<file path="src/rtl/sprite_compositor_pkg.sv">
// Shared types, register map constants and colour helpers for the sprite compositor.
package sprite_compositor_pkg;

    // Per-sprite field offsets (address[2:0])
    localparam logic [2:0] FLD_X    = 3'd0;
    localparam logic [2:0] FLD_Y    = 3'd1;
    localparam logic [2:0] FLD_CTRL = 3'd2;

    // Global block field offsets
    localparam logic [2:0] FLD_BG   = 3'd0;
    localparam logic [2:0] FLD_KEY  = 3'd1;

    // Sprite selector value that addresses the global block
    localparam logic [5:0] GLOBAL_IDX = 6'd63;

    // Magenta is the conventional "don't draw" colour
    localparam logic [15:0] KEY_RESET = 16'hF81F;

    typedef struct packed {
        logic [4:0] r;
        logic [5:0] g;
        logic [4:0] b;
    } rgb565_t;

    typedef struct packed {
        logic [9:0] x;
        logic [9:0] y;
        logic       en;
    } sprite_regs_t;

    // Zero-fill the low bits rather than replicate, so 0x1F maps to 248
    function automatic logic [23:0] rgb565_to_rgb888(input rgb565_t d);
        return {d.r, 3'b000, d.g, 2'b00, d.b, 3'b000};
    endfunction

endpackage

</file>
<file path="src/rtl/sprite_compositor_if.sv">
// Avalon-MM write-only register bus into the sprite compositor.
interface sprite_compositor_if;
    logic        chipselect;
    logic        write;
    logic [8:0]  address;
    logic [31:0] writedata;

    modport master (output chipselect, output write, output address, output writedata);
    modport slave  (input  chipselect, input  write, input  address, input  writedata);
endinterface

</file>
<file path="src/rtl/sprite_compositor_sprite_hit.sv">
// Per-channel hit test and sprite ROM address generation (combinational).
module sprite_hit
    import sprite_compositor_pkg::*;
#(
    parameter int SPR_W = 32,
    parameter int SPR_H = 32,
    parameter int AW    = $clog2(SPR_W * SPR_H)
) (
    input  logic [9:0]    px,
    input  logic [9:0]    py,
    input  sprite_regs_t  regs,
    output logic          hit,
    output logic [AW-1:0] addr
);
    localparam int WB = $clog2(SPR_W);
    localparam int HB = $clog2(SPR_H);

    logic [10:0] dx_s;
    logic [10:0] dy_s;
    logic        in_x_s;
    logic        in_y_s;

    // 11-bit offsets; the >= guards keep pixels left of / above the sprite out of range
    always_comb begin
        dx_s   = {1'b0, px} - {1'b0, regs.x};
        dy_s   = {1'b0, py} - {1'b0, regs.y};
        in_x_s = (px >= regs.x) && (dx_s < 11'(SPR_W));
        in_y_s = (py >= regs.y) && (dy_s < 11'(SPR_H));
        hit    = regs.en && in_x_s && in_y_s;
        if (hit) begin
            // Power-of-2 width: row*SPR_W + col is just a concatenation
            addr = AW'({dy_s[HB-1:0], dx_s[WB-1:0]});
        end else begin
            addr = '0;
        end
    end

endmodule

</file>
<file path="src/rtl/sprite_compositor.sv">
// N-channel sprite compositor: double-buffered registers, hit test, ROM fetch, priority mux.
module sprite_compositor
    import sprite_compositor_pkg::*;
#(
    parameter int NUM_SPRITES = 8,
    parameter int SPR_W       = 32,
    parameter int SPR_H       = 32,
    parameter int VACTIVE     = 480,
    parameter int AW          = $clog2(SPR_W * SPR_H)
) (
    input  logic                      clk,
    input  logic                      reset_n,
    input  logic [10:0]               hcount,
    input  logic [9:0]                vcount,
    input  logic                      blank_n_in,
    sprite_compositor_if.slave        bus,
    output logic [NUM_SPRITES*AW-1:0] spr_addr,
    input  logic [NUM_SPRITES*16-1:0] spr_data,
    output logic [7:0]                VGA_R,
    output logic [7:0]                VGA_G,
    output logic [7:0]                VGA_B,
    output logic                      blank_n_out,
    output logic                      frame_commit
);
    sprite_regs_t shadow_q [NUM_SPRITES];
    sprite_regs_t shadow_d [NUM_SPRITES];
    sprite_regs_t active_q [NUM_SPRITES];
    sprite_regs_t active_d [NUM_SPRITES];
    logic [15:0] bg_sh_q, bg_sh_d, key_sh_q, key_sh_d;
    logic [15:0] bg_act_q, bg_act_d, key_act_q, key_act_d;

    logic [NUM_SPRITES-1:0]    hit_s, hit1_q, hit1_d, hit2_q, hit2_d;
    logic [NUM_SPRITES*AW-1:0] addr_s, spr_addr_q, spr_addr_d;
    logic blank1_q, blank1_d, blank2_q, blank2_d, blank3_q, blank3_d;
    logic frame_commit_q, frame_commit_d;
    logic [23:0] rgb_q, rgb_d;
    rgb565_t pix_s;

    logic       wr_s;
    logic       commit_s;
    logic [5:0] sel_s;
    logic [2:0] fld_s;
    logic       unused_wdata_s;

    assign wr_s           = bus.chipselect && bus.write;
    assign sel_s          = bus.address[8:3];
    assign fld_s          = bus.address[2:0];
    assign unused_wdata_s = ^bus.writedata[31:16];
    assign commit_s       = (hcount == 11'd0) && (vcount == 10'(VACTIVE));

    // Bus writes land in the shadow bank only
    always_comb begin
        shadow_d = shadow_q;
        bg_sh_d  = bg_sh_q;
        key_sh_d = key_sh_q;
        if (wr_s && (sel_s == GLOBAL_IDX)) begin
            case (fld_s)
                FLD_BG:  bg_sh_d  = bus.writedata[15:0];
                FLD_KEY: key_sh_d = bus.writedata[15:0];
                default: bg_sh_d  = bg_sh_q;
            endcase
        end else if (wr_s) begin
            for (int i = 0; i < NUM_SPRITES; i++) begin
                if (sel_s == 6'(i)) begin
                    case (fld_s)
                        FLD_X:    shadow_d[i].x  = bus.writedata[9:0];
                        FLD_Y:    shadow_d[i].y  = bus.writedata[9:0];
                        FLD_CTRL: shadow_d[i].en = bus.writedata[0];
                        default:  shadow_d[i]    = shadow_q[i];
                    endcase
                end else begin
                    shadow_d[i] = shadow_q[i];
                end
            end
        end else begin
            shadow_d = shadow_q;
        end
    end

    // Active bank copies the pre-write shadow once per frame, at the start of vblank
    always_comb begin
        if (commit_s) begin
            active_d  = shadow_q;
            bg_act_d  = bg_sh_q;
            key_act_d = key_sh_q;
        end else begin
            active_d  = active_q;
            bg_act_d  = bg_act_q;
            key_act_d = key_act_q;
        end
    end

    for (genvar g = 0; g < NUM_SPRITES; g++) begin : g_hit
        sprite_hit #(
            .SPR_W (SPR_W),
            .SPR_H (SPR_H),
            .AW    (AW)
        ) u_hit (
            .px   (hcount[10:1]),
            .py   (vcount),
            .regs (active_q[g]),
            .hit  (hit_s[g]),
            .addr (addr_s[g*AW +: AW])
        );
    end

    // Pipeline advance: hit/blank travel alongside the ROM read so they meet its data
    always_comb begin
        hit1_d         = hit_s;
        spr_addr_d     = addr_s;
        blank1_d       = blank_n_in;
        hit2_d         = hit1_q;
        blank2_d       = blank1_q;
        blank3_d       = blank2_q;
        frame_commit_d = commit_s;
    end

    // Lowest-index opaque sprite wins; walk downward so the last assignment is the winner
    always_comb begin
        pix_s = rgb565_t'(bg_act_q);
        for (int i = NUM_SPRITES - 1; i >= 0; i--) begin
            if (hit2_q[i] && (spr_data[i*16 +: 16] != key_act_q)) begin
                pix_s = rgb565_t'(spr_data[i*16 +: 16]);
            end else begin
                pix_s = pix_s;
            end
        end
        if (blank2_q) begin
            rgb_d = rgb565_to_rgb888(pix_s);
        end else begin
            rgb_d = 24'd0;
        end
    end

    // Shadow and active register banks
    always_ff @(posedge clk) begin
        if (!reset_n) begin
            for (int i = 0; i < NUM_SPRITES; i++) begin
                shadow_q[i] <= '0;
                active_q[i] <= '0;
            end
            bg_sh_q   <= 16'h0000;
            key_sh_q  <= KEY_RESET;
            bg_act_q  <= 16'h0000;
            key_act_q <= KEY_RESET;
        end else begin
            shadow_q  <= shadow_d;
            active_q  <= active_d;
            bg_sh_q   <= bg_sh_d;
            key_sh_q  <= key_sh_d;
            bg_act_q  <= bg_act_d;
            key_act_q <= key_act_d;
        end
    end

    // Pixel pipeline and registered outputs; reset drops any in-flight pixels
    always_ff @(posedge clk) begin
        if (!reset_n) begin
            hit1_q         <= '0;
            hit2_q         <= '0;
            spr_addr_q     <= '0;
            blank1_q       <= 1'b0;
            blank2_q       <= 1'b0;
            blank3_q       <= 1'b0;
            frame_commit_q <= 1'b0;
            rgb_q          <= 24'd0;
        end else begin
            hit1_q         <= hit1_d;
            hit2_q         <= hit2_d;
            spr_addr_q     <= spr_addr_d;
            blank1_q       <= blank1_d;
            blank2_q       <= blank2_d;
            blank3_q       <= blank3_d;
            frame_commit_q <= frame_commit_d;
            rgb_q          <= rgb_d;
        end
    end

    assign spr_addr     = spr_addr_q;
    assign VGA_R        = rgb_q[23:16];
    assign VGA_G        = rgb_q[15:8];
    assign VGA_B        = rgb_q[7:0];
    assign blank_n_out  = blank3_q;
    assign frame_commit = frame_commit_q;

endmodule

</file>
<file path="src/flat_wrapper.sv">
// flat-port wrapper written by rule: the top's interface ports become plain ports
module sprite_compositor_flat import sprite_compositor_pkg::*;
#(
    parameter int NUM_SPRITES = 8,
    parameter int SPR_W       = 32,
    parameter int SPR_H       = 32,
    parameter int VACTIVE     = 480,
    parameter int AW          = $clog2(SPR_W * SPR_H)
)
  (clk, reset_n, hcount, vcount, blank_n_in, spr_addr, spr_data, VGA_R, VGA_G, VGA_B, blank_n_out, frame_commit, bus_chipselect, bus_write, bus_address, bus_writedata);
  sprite_compositor_if bus_i ();
  input  logic clk;
  input  logic reset_n;
  input  logic [10:0] hcount;
  input  logic [9:0] vcount;
  input  logic blank_n_in;
  output logic [NUM_SPRITES*AW-1:0] spr_addr;
  input  logic [NUM_SPRITES*16-1:0] spr_data;
  output logic [7:0] VGA_R;
  output logic [7:0] VGA_G;
  output logic [7:0] VGA_B;
  output logic blank_n_out;
  output logic frame_commit;
  input wire logic [$bits(bus_i.chipselect)-1:0] bus_chipselect;
  input wire logic [$bits(bus_i.write)-1:0] bus_write;
  input wire logic [$bits(bus_i.address)-1:0] bus_address;
  input wire logic [$bits(bus_i.writedata)-1:0] bus_writedata;
  assign bus_i.chipselect = bus_chipselect;
  assign bus_i.write = bus_write;
  assign bus_i.address = bus_address;
  assign bus_i.writedata = bus_writedata;
  sprite_compositor #(.NUM_SPRITES(NUM_SPRITES), .SPR_W(SPR_W), .SPR_H(SPR_H), .VACTIVE(VACTIVE), .AW(AW)) u_core (.clk(clk), .reset_n(reset_n), .hcount(hcount), .vcount(vcount), .blank_n_in(blank_n_in), .bus(bus_i), .spr_addr(spr_addr), .spr_data(spr_data), .VGA_R(VGA_R), .VGA_G(VGA_G), .VGA_B(VGA_B), .blank_n_out(blank_n_out), .frame_commit(frame_commit));
endmodule
</file>
<file path="config.mk">
export PLATFORM = sky130hd
export DESIGN_NAME = sprite_compositor_flat
export DESIGN_NICKNAME = d
export VERILOG_FILES = /design/src/rtl/sprite_compositor_pkg.sv /design/src/rtl/sprite_compositor_if.sv /design/src/rtl/sprite_compositor_sprite_hit.sv /design/src/rtl/sprite_compositor.sv /design/src/flat_wrapper.sv
export SDC_FILE = /design/constraint.sdc
export NUM_CORES = 1
export LEC_CHECK = 0
export ABC_AREA = 1
export ABC_CLOCK_PERIOD_IN_PS = 4100
export BUFFER_PORTS_ARGS = -buffer_cell sky130_fd_sc_hd__buf_2
export CORE_ASPECT_RATIO = 1.1
export CORE_MARGIN = 3
export CORE_UTILIZATION = 64
export CTS_CLUSTER_DIAMETER = 50
export CTS_CLUSTER_SIZE = 30
export DETAILED_ROUTE_END_ITERATION = 12
export PLACE_DENSITY_LB_ADDON = 0.15
export SYNTH_ARGS = -nofsm -noshare
export SYNTH_HDL_FRONTEND = slang
export SYNTH_SLANG_ARGS = --single-unit
</file>
<file path="constraint.sdc">
create_clock -name clk -period 4.1 [get_ports clk]
set_clock_uncertainty 0.1 [all_clocks]
set_input_delay 0.205 -clock clk [delete_from_list [all_inputs] [get_ports clk]]
set_output_delay 0.205 -clock clk [all_outputs]
set_load 0.02 [all_outputs]
</file>
## After elaboration in Yosys (flattened, before gate mapping)

Cells that the tools add are included.

- Flip-flop bits (word level): 524
- Bits in latches: 0
- Memory bits (writable): 0
- Bits in read-only memories: 0
- Output and inout bits: 106
- Logic and storage cells: 225
- Memories: 0

- $add $sub $neg: 16
- Multiply operators: 0
- Divide/modulo/power cells: 0
- Magnitude comparators: 32
- Equal/unequal tests: 19
- Shifts and indexed selects: 0
- Muxes and demuxes: 8
- Bitwise operators: 1
- Reduce and logical (&&, ||, !) cells: 81

Operator list:

| kind | count |
|---|---|
| $lt 11x6->1 const B | 16 |
| $sub 10x10->11 | 16 |
| $ge 10x10->1 | 16 |
| $mux 16 | 8 |
| $ne 16x16->1 | 8 |
| $reduce_and 4->1 | 24 |
| $logic_and 1x1->1 | 43 |
| $eq 6x3->1 const B | 4 |
| $reduce_and 2->1 | 11 |
| $eq 6x2->1 const B | 2 |
| $logic_not 11->1 | 1 |
| $eq 10x9->1 const B | 1 |
| $eq 6x1->1 const B | 1 |
| $eq 6x6->1 const B | 1 |
| $logic_not 6->1 | 1 |
| $eq 3x1->1 const B | 1 |
| $eq 3x2->1 const B | 1 |
| $logic_not 3->1 | 1 |
| $not 1->1 | 1 |

## Logic depth before layout (Yosys ltp)

- Word-level depth: 10
- Mapped depth: 18

## Cells and area by module

A second synthesis with hierarchy kept.

- Cell total of the unflattened synthesis: 4653
- Area, all modules: 31102.3 µm²

By module, submodules not included:

| module | instances | cells each | area an instance (µm²) | sequential area each (µm²) |
|---|---|---|---|---|
| sprite_compositor | 1 | 2705 | 20422.1 | 10329.9 |
| sprite_hit at u_core.g_hit[4].u_hit ... | 4 | 240 | 1323.8 | 0.0 |
| sprite_hit at u_core.g_hit[0].u_hit ... | 3 | 249 | 1357.6 | 0.0 |
| sprite_hit at u_core.g_hit[3].u_hit | 1 | 241 | 1312.5 | 0.0 |

## Worst setup path after synthesis

OpenSTA, ideal clock, no wires.

- Path kind: in2reg
- Start point: input hcount[1]
- End point: register u_core.spr_addr_q[40] (netlist: u_core.spr_addr[40])
- Setup time: 64 ps
- Data arrival time: 2249 ps
- Required time: 3936 ps
- Setup slack: 1686 ps
- Stages on the path: 14
- Path buffers: 1
- Path through: inv_1 -> ha_1 -> fa_1 -> nand3b_1 -> nand3_1 -> inv_1 -> o21ai_0 -> xnor2_1 -> nand3_1 -> or2_0 -> nor2_1 -> nand4_1 -> buf_2 -> nor2_1

- Word-level cells in the longest chain between the ends: 6
- Elaborated cells between the ends (all ways): 7
- Classes of those cells: add/sub (1); order compare (2); reduce/logical (4)

RTL lines:

| item | line | text |
|---|---|---|
| start: declaration | flat_wrapper.sv:14 | `input logic [10:0] hcount;` |
| $sub 10x10->11 | sprite_compositor_sprite_hit.sv:25 | `dx_s = {1'b0, px} - {1'b0, regs.x};` |
| $lt 11x6->1 | sprite_compositor_sprite_hit.sv:27 | `in_x_s = (px >= regs.x) && (dx_s < 11'(SPR_W));` |
| $logic_and 1x1->1 | sprite_compositor_sprite_hit.sv:27 |  |
| $logic_and 1x1->1 (2 in series) | sprite_compositor_sprite_hit.sv:29 | `hit = regs.en && in_x_s && in_y_s;` |
| $reduce_and 2->1 (no line) | n/a |  |
| end signal: assignment | sprite_compositor.sv:170 | `spr_addr_q <= spr_addr_d;` |
| end: declaration | sprite_compositor.sv:33 | `logic [NUM_SPRITES*AW-1:0] addr_s, spr_addr_q, spr_addr_d;` |

Several ways; a longest one is shown, not always the timed one.
A chain may end at the register's enable or synchronous reset.

## Worst setup path in the final report

- Start point: register u_core.key_act_q[12]
- End point: register u_core.rgb_q[19]

- Word-level cells in the longest chain between the ends: 10
- Elaborated cells between the ends (all ways): 24
- Classes of those cells: eq/ne (8); mux (8); reduce/logical (8)

RTL lines:

| item | line | text |
|---|---|---|
| start: declaration | sprite_compositor.sv:30 | `logic [15:0] bg_act_q, bg_act_d, key_act_q, key_act_d;` |
| start signal: assignment | sprite_compositor.sv:152 | `key_act_q <= key_act_d;` |
| $ne 16x16->1 | sprite_compositor.sv:122 | `if (hit2_q[i] && (spr_data[i*16 +: 16] != key_act_q)) begin` |
| $logic_and 1x1->1 | sprite_compositor.sv:122 |  |
| $mux 16 (7 in series) | sprite_compositor.sv:122 |  |
| $mux 16 (*) | sprite_compositor.sv:122 |  |
| end signal: assignment | sprite_compositor.sv:175 | `rgb_q <= rgb_d;` |
| end: declaration | sprite_compositor.sv:36 | `logic [23:0] rgb_q, rgb_d;` |

Mark *: on every way between the ends. The rest lies on a longest branch, timed or not.

==> results.py <==
metrics = {
    "detailed_routing": {
        "drc": 2,
        "drt_iter0_drc": 1985,
        "routed_wirelength_um": 83480,
        "dr.pass1.iters": 12,
        "antenna_left": 0,
        "drt-vias-per-instance": 5.773,
        "vias": 25426,
        "wl_per_cell_um": 18.96,
    },
    "timing": {
        "hold_viol": 0,
        "tightest_slew_ps": 1347,
        "timing.hold.ws_ps": 39.23,
        "rsz0062_at_grt": "false",
        "drv_slew": 0,
        "finalSetupViolations": 0,
        "tns_ps": 0,
        "fmax_ghz": 0.2778,
        "slew_headroom_pct": 9.887,
        "period_needed_ps": 3600,
        "post-route-period-util_pct": 87.80,
    },
    "logic_synthesis": {
        "postSynthCellCount": 3603,
        "synth_ff_type": "dfxtp_1",
        "syn_avg_cell_area_sq_um": 7.450,
        "synth_top_family_by_area": "compound AO/OA/AOI/OAI gates",
        "ys_ff_latch": 516,
        "ys_warn_count": 0,
        "synth_cell_types": 55,
        "synthMuxAreaShare_pct": 0,
        "synth_edf_count": 0,
        "post_synth_fa_ha_maj_area_fraction_pct": 8.651,
        "synthArstFlopShare_pct": 0,
        "synthesis.area_sq_um": 26840,
        "seq_area_frac_synth_pct": 38.48,
        "synth_compound_area_share_pct": 19.90,
        "synthXorXnorAreaFrac_pct": 5.710,
        "synthSimpleGateAreaFrac_pct": 17.27,
    },
    "floorplanning": {
        "die_h_um": 220.8,
        "pin_count": 301,
        "core_sq_um": 41380,
        "rows": 78,
        "start_util_pct": 64.87,
        "die_w_um": 201.3,
        "dieArea_sq_um": 44440,
    },
    "status": {
        "status": "complete, but fails checks",
        "violations": "design-rule violations",
    },
    "layout": {
        "fin_nets": 4179,
        "syn2layout_area_growth_pct": 12.77,
        "fillers": 3412,
        "drive_gt1_share_pct": 11.64,
        "regArea_sq_um": 10330,
        "multi_input_area_sq_um": 13870,
        "finish.instance_area_sq_um": 30270,
        "finish.utilization_pct": 73.15,
    },
    "clock_network": {
        "cts_tree": "yes",
        "cts_sinks": 516,
        "clk_root_buffer_cell": "clkbuf_16",
        "htree_levels": 2,
        "clk_pin_slew_ps": 100,
        "hold_buffers": 44,
        "cts_made_buffers": 41,
        "insertion_delay_ps": 610,
        "cts_resized": 0,
        "clk_path_buf_depth": 3,
        "postCtsSetupBuffers": 0,
    },
    "setup_path": {
        "arrival_ps": 4040,
        "criticalPathCategory": "flip-flop to flip-flop",
        "reg2reg_to": "u_core.rgb_q[19]$_SDFF_PN0_",
        "cp.required_ps": 4540,
        "slowest_stage": "dfxtp_1",
        "reg2reg_slack_ps": 500,
        "crit_cells": 11,
        "path_cells": "inv_4, nand2_1, nand4_1, nor4_1, nand4_1, nand2_2, o21ai_0, inv_1, nand2_1, a21oi_2, dlygate4sd3_1",
        "cp_num_buf_inv": 3,
        "cp_top_family": "simple AND/OR/NAND/NOR gates",
        "critPathLaunchType": "flip-flop",
        "r2r_cells": 11,
        "cp-end-kind": "flip-flop",
        "cp_max_fo": 28,
        "reg2reg_from": "u_core.key_act_q[12]$_SDFFE_PN1P_",
        "critPathMaxStageDelay_ps": 690,
    },
    "pwr": {
        "power_density_nw_per_um2": 349.4,
        "peakVddDrop_mv": 0.3978,
        "power_uw": 10580,
        "p_leak_uw": 0.01351,
    },
    "grt": {
        "track_usage_pct": 35.96,
        "grt_pass1_vias": 23771,
        "grt_max_degree": 215,
        "grt_pass1_wl_um": 126900,
        "grt-ovfl-total": 0,
        "grt_antenna_before_repair": 4,
    },
    "min_path": {
        "worstHoldPathCells": 3,
        "worstHoldEndpoint": "u_core.shadow_q[117]$_SDFFE_PN0P_",
        "hp-class": "input pin to flip-flop",
        "min_from": "bus_writedata[1]",
    },
    "place": {
        "gp_congestion": 0.9693,
        "dp_hpwl_um": 57380,
        "place_area_sq_um": 28270,
        "io_buffer_count": 276,
    },
    "flow_run": {
        "drv_cap": 0,
    },
}
cells in the final DEF (no fill, tap or decap), drive strengths merged, types with 16 or more instances in the layout:
cell type	n
a211oi	55
a21oi	429
buf	302
clkbuf	45
clkinv	28
dfxtp	516
dlygate4sd3	44
fa	16
ha	160
inv	465
nand2	469
nand3	158
nand4	42
nor2	351
nor3	30
o211ai	17
o21ai	437
xnor2	71
xor2	104
worst max-delay path by stage:
stage	from	endpoint	slack (ps)
2_1_floorplan	hcount[1]	u_core.spr_addr[40]$_SDFF_PN0_	1690
3_3_place_gp	vcount[0]	u_core.spr_addr[27]$_SDFF_PN0_	730
3_5_place_dp	vcount[0]	u_core.spr_addr[44]$_SDFF_PN0_	600
4_1_cts	u_core.key_act_q[12]$_SDFFE_PN1P_	u_core.rgb_q[13]$_SDFF_PN0_	520
5_1_grt	u_core.key_act_q[12]$_SDFFE_PN1P_	u_core.rgb_q[3]$_SDFF_PN0_	290
6_report	u_core.key_act_q[12]$_SDFFE_PN1P_	u_core.rgb_q[19]$_SDFF_PN0_	500
stage by stage:
| stage | instances | setup slack, ps |
|---|---|---|
| final | 4404 | 500.1 |
| after global routing | 4402 | 290.9 |
| after CTS | 4400 | 515.4 |
| after detailed placement | 4281 | 600.7 |
| after global placement | 4281 | 734.2 |
| after floorplan | 3610 | 1686 |
power by group:
| group | total, uW | internal [uW] | switching (uW) |
|---|---|---|---|
| combinational | 1110 | 387 | 724 |
| clock | 4460 | 2160 | 2300 |
| sequential | 5010 | 5010 | 0.941 |
state kept, by name, summed over array words and instances (netlist names), 16 cells and up:
signal            flops
u_core.shadow_q     168
u_core.spr_addr      80
u_core.key_sh_q      16
u_core.bg_sh_q       16
u_core.active_q     168
u_core.rgb_q         16
u_core.key_act_q     16
u_core.bg_act_q      16
synthesized netlist by cell type, types with 6 or more instances:
cell type | instances | share of area (%)
dfxtp_1 | 516 | 38
nand2_1 | 462 | 6.5
inv_1 | 436 | 6.1
o21ai_0 | 423 | 7.9
a21oi_1 | 411 | 7.7
nor2_1 | 342 | 4.8
ha_1 | 160 | 7.5
nand3_1 | 157 | 2.9
clkbuf_1 | 127 | 1.8
xor2_1 | 104 | 3.4
xnor2_1 | 71 | 2.3
a211oi_1 | 55 | 1.5
nand4_1 | 42 | 0.98
buf_2 | 31 | 0.58
nor3_1 | 26 | 0.48
buf_4 | 19 | 0.53
a21oi_2 | 18 | 0.59
o211ai_1 | 17 | 0.48
fa_1 | 16 | 1.2
inv_2 | 12 | 0.17
o21ai_1 | 12 | 0.22
buf_6 | 11 | 0.46
nor4_1 | 11 | 0.26
or2_2 | 11 | 0.26
clkinv_1 | 10 | 0.14
nor2_2 | 9 | 0.21
a311oi_1 | 8 | 0.26
o21bai_1 | 8 | 0.22
nand3b_1 | 7 | 0.20
a31oi_1 | 6 | 0.14
per-layer routing:
layer	share of wire, %	global-route usage (%)	up-vias
li1	-	-	12275
met1	40	44.89	11772
met2	46	61.20	1101
met3	8.7	5.870	272
met4	5.2	17.40	6
met5	0.054	0	-
cell type report:
class | instances | share of cell area [%]
antenna | 4 | 0.03307
clock buffer | 44 | 3.497
clock inverter | 31 | 1.629
inverter | 463 | 5.783
multi-input combinational | 2439 | 45.82
sequential | 516 | 34.13
tap | 560 | 2.315
timing repair buffer | 347 | 6.800
worst reg2reg max path, stage by stage (launching register included):
cell and delay [ps]:
dfxtp_1 690, inv_4 110, nand2_1 80, nand4_1 90, nor4_1 530, nand4_1 420
nand2_2 490, o21ai_0 190, inv_1 80, nand2_1 70, a21oi_2 110, dlygate4sd3_1 580
cell families (layout without fill, tap and decap cells):
kind of cell / after synthesis / count (layout)
AOI/OAI and AO/OA: 989 / 989
xor gates and xnor gates: 175 / 175
adders and majority gates: 176 / 176
buffers and inverters: 655 / 885
DFF: 516 / 516
other: 1 / 12
and+or+nand+nor: 1091 / 1091
Note: power is estimated with default switching activity, not from simulation.
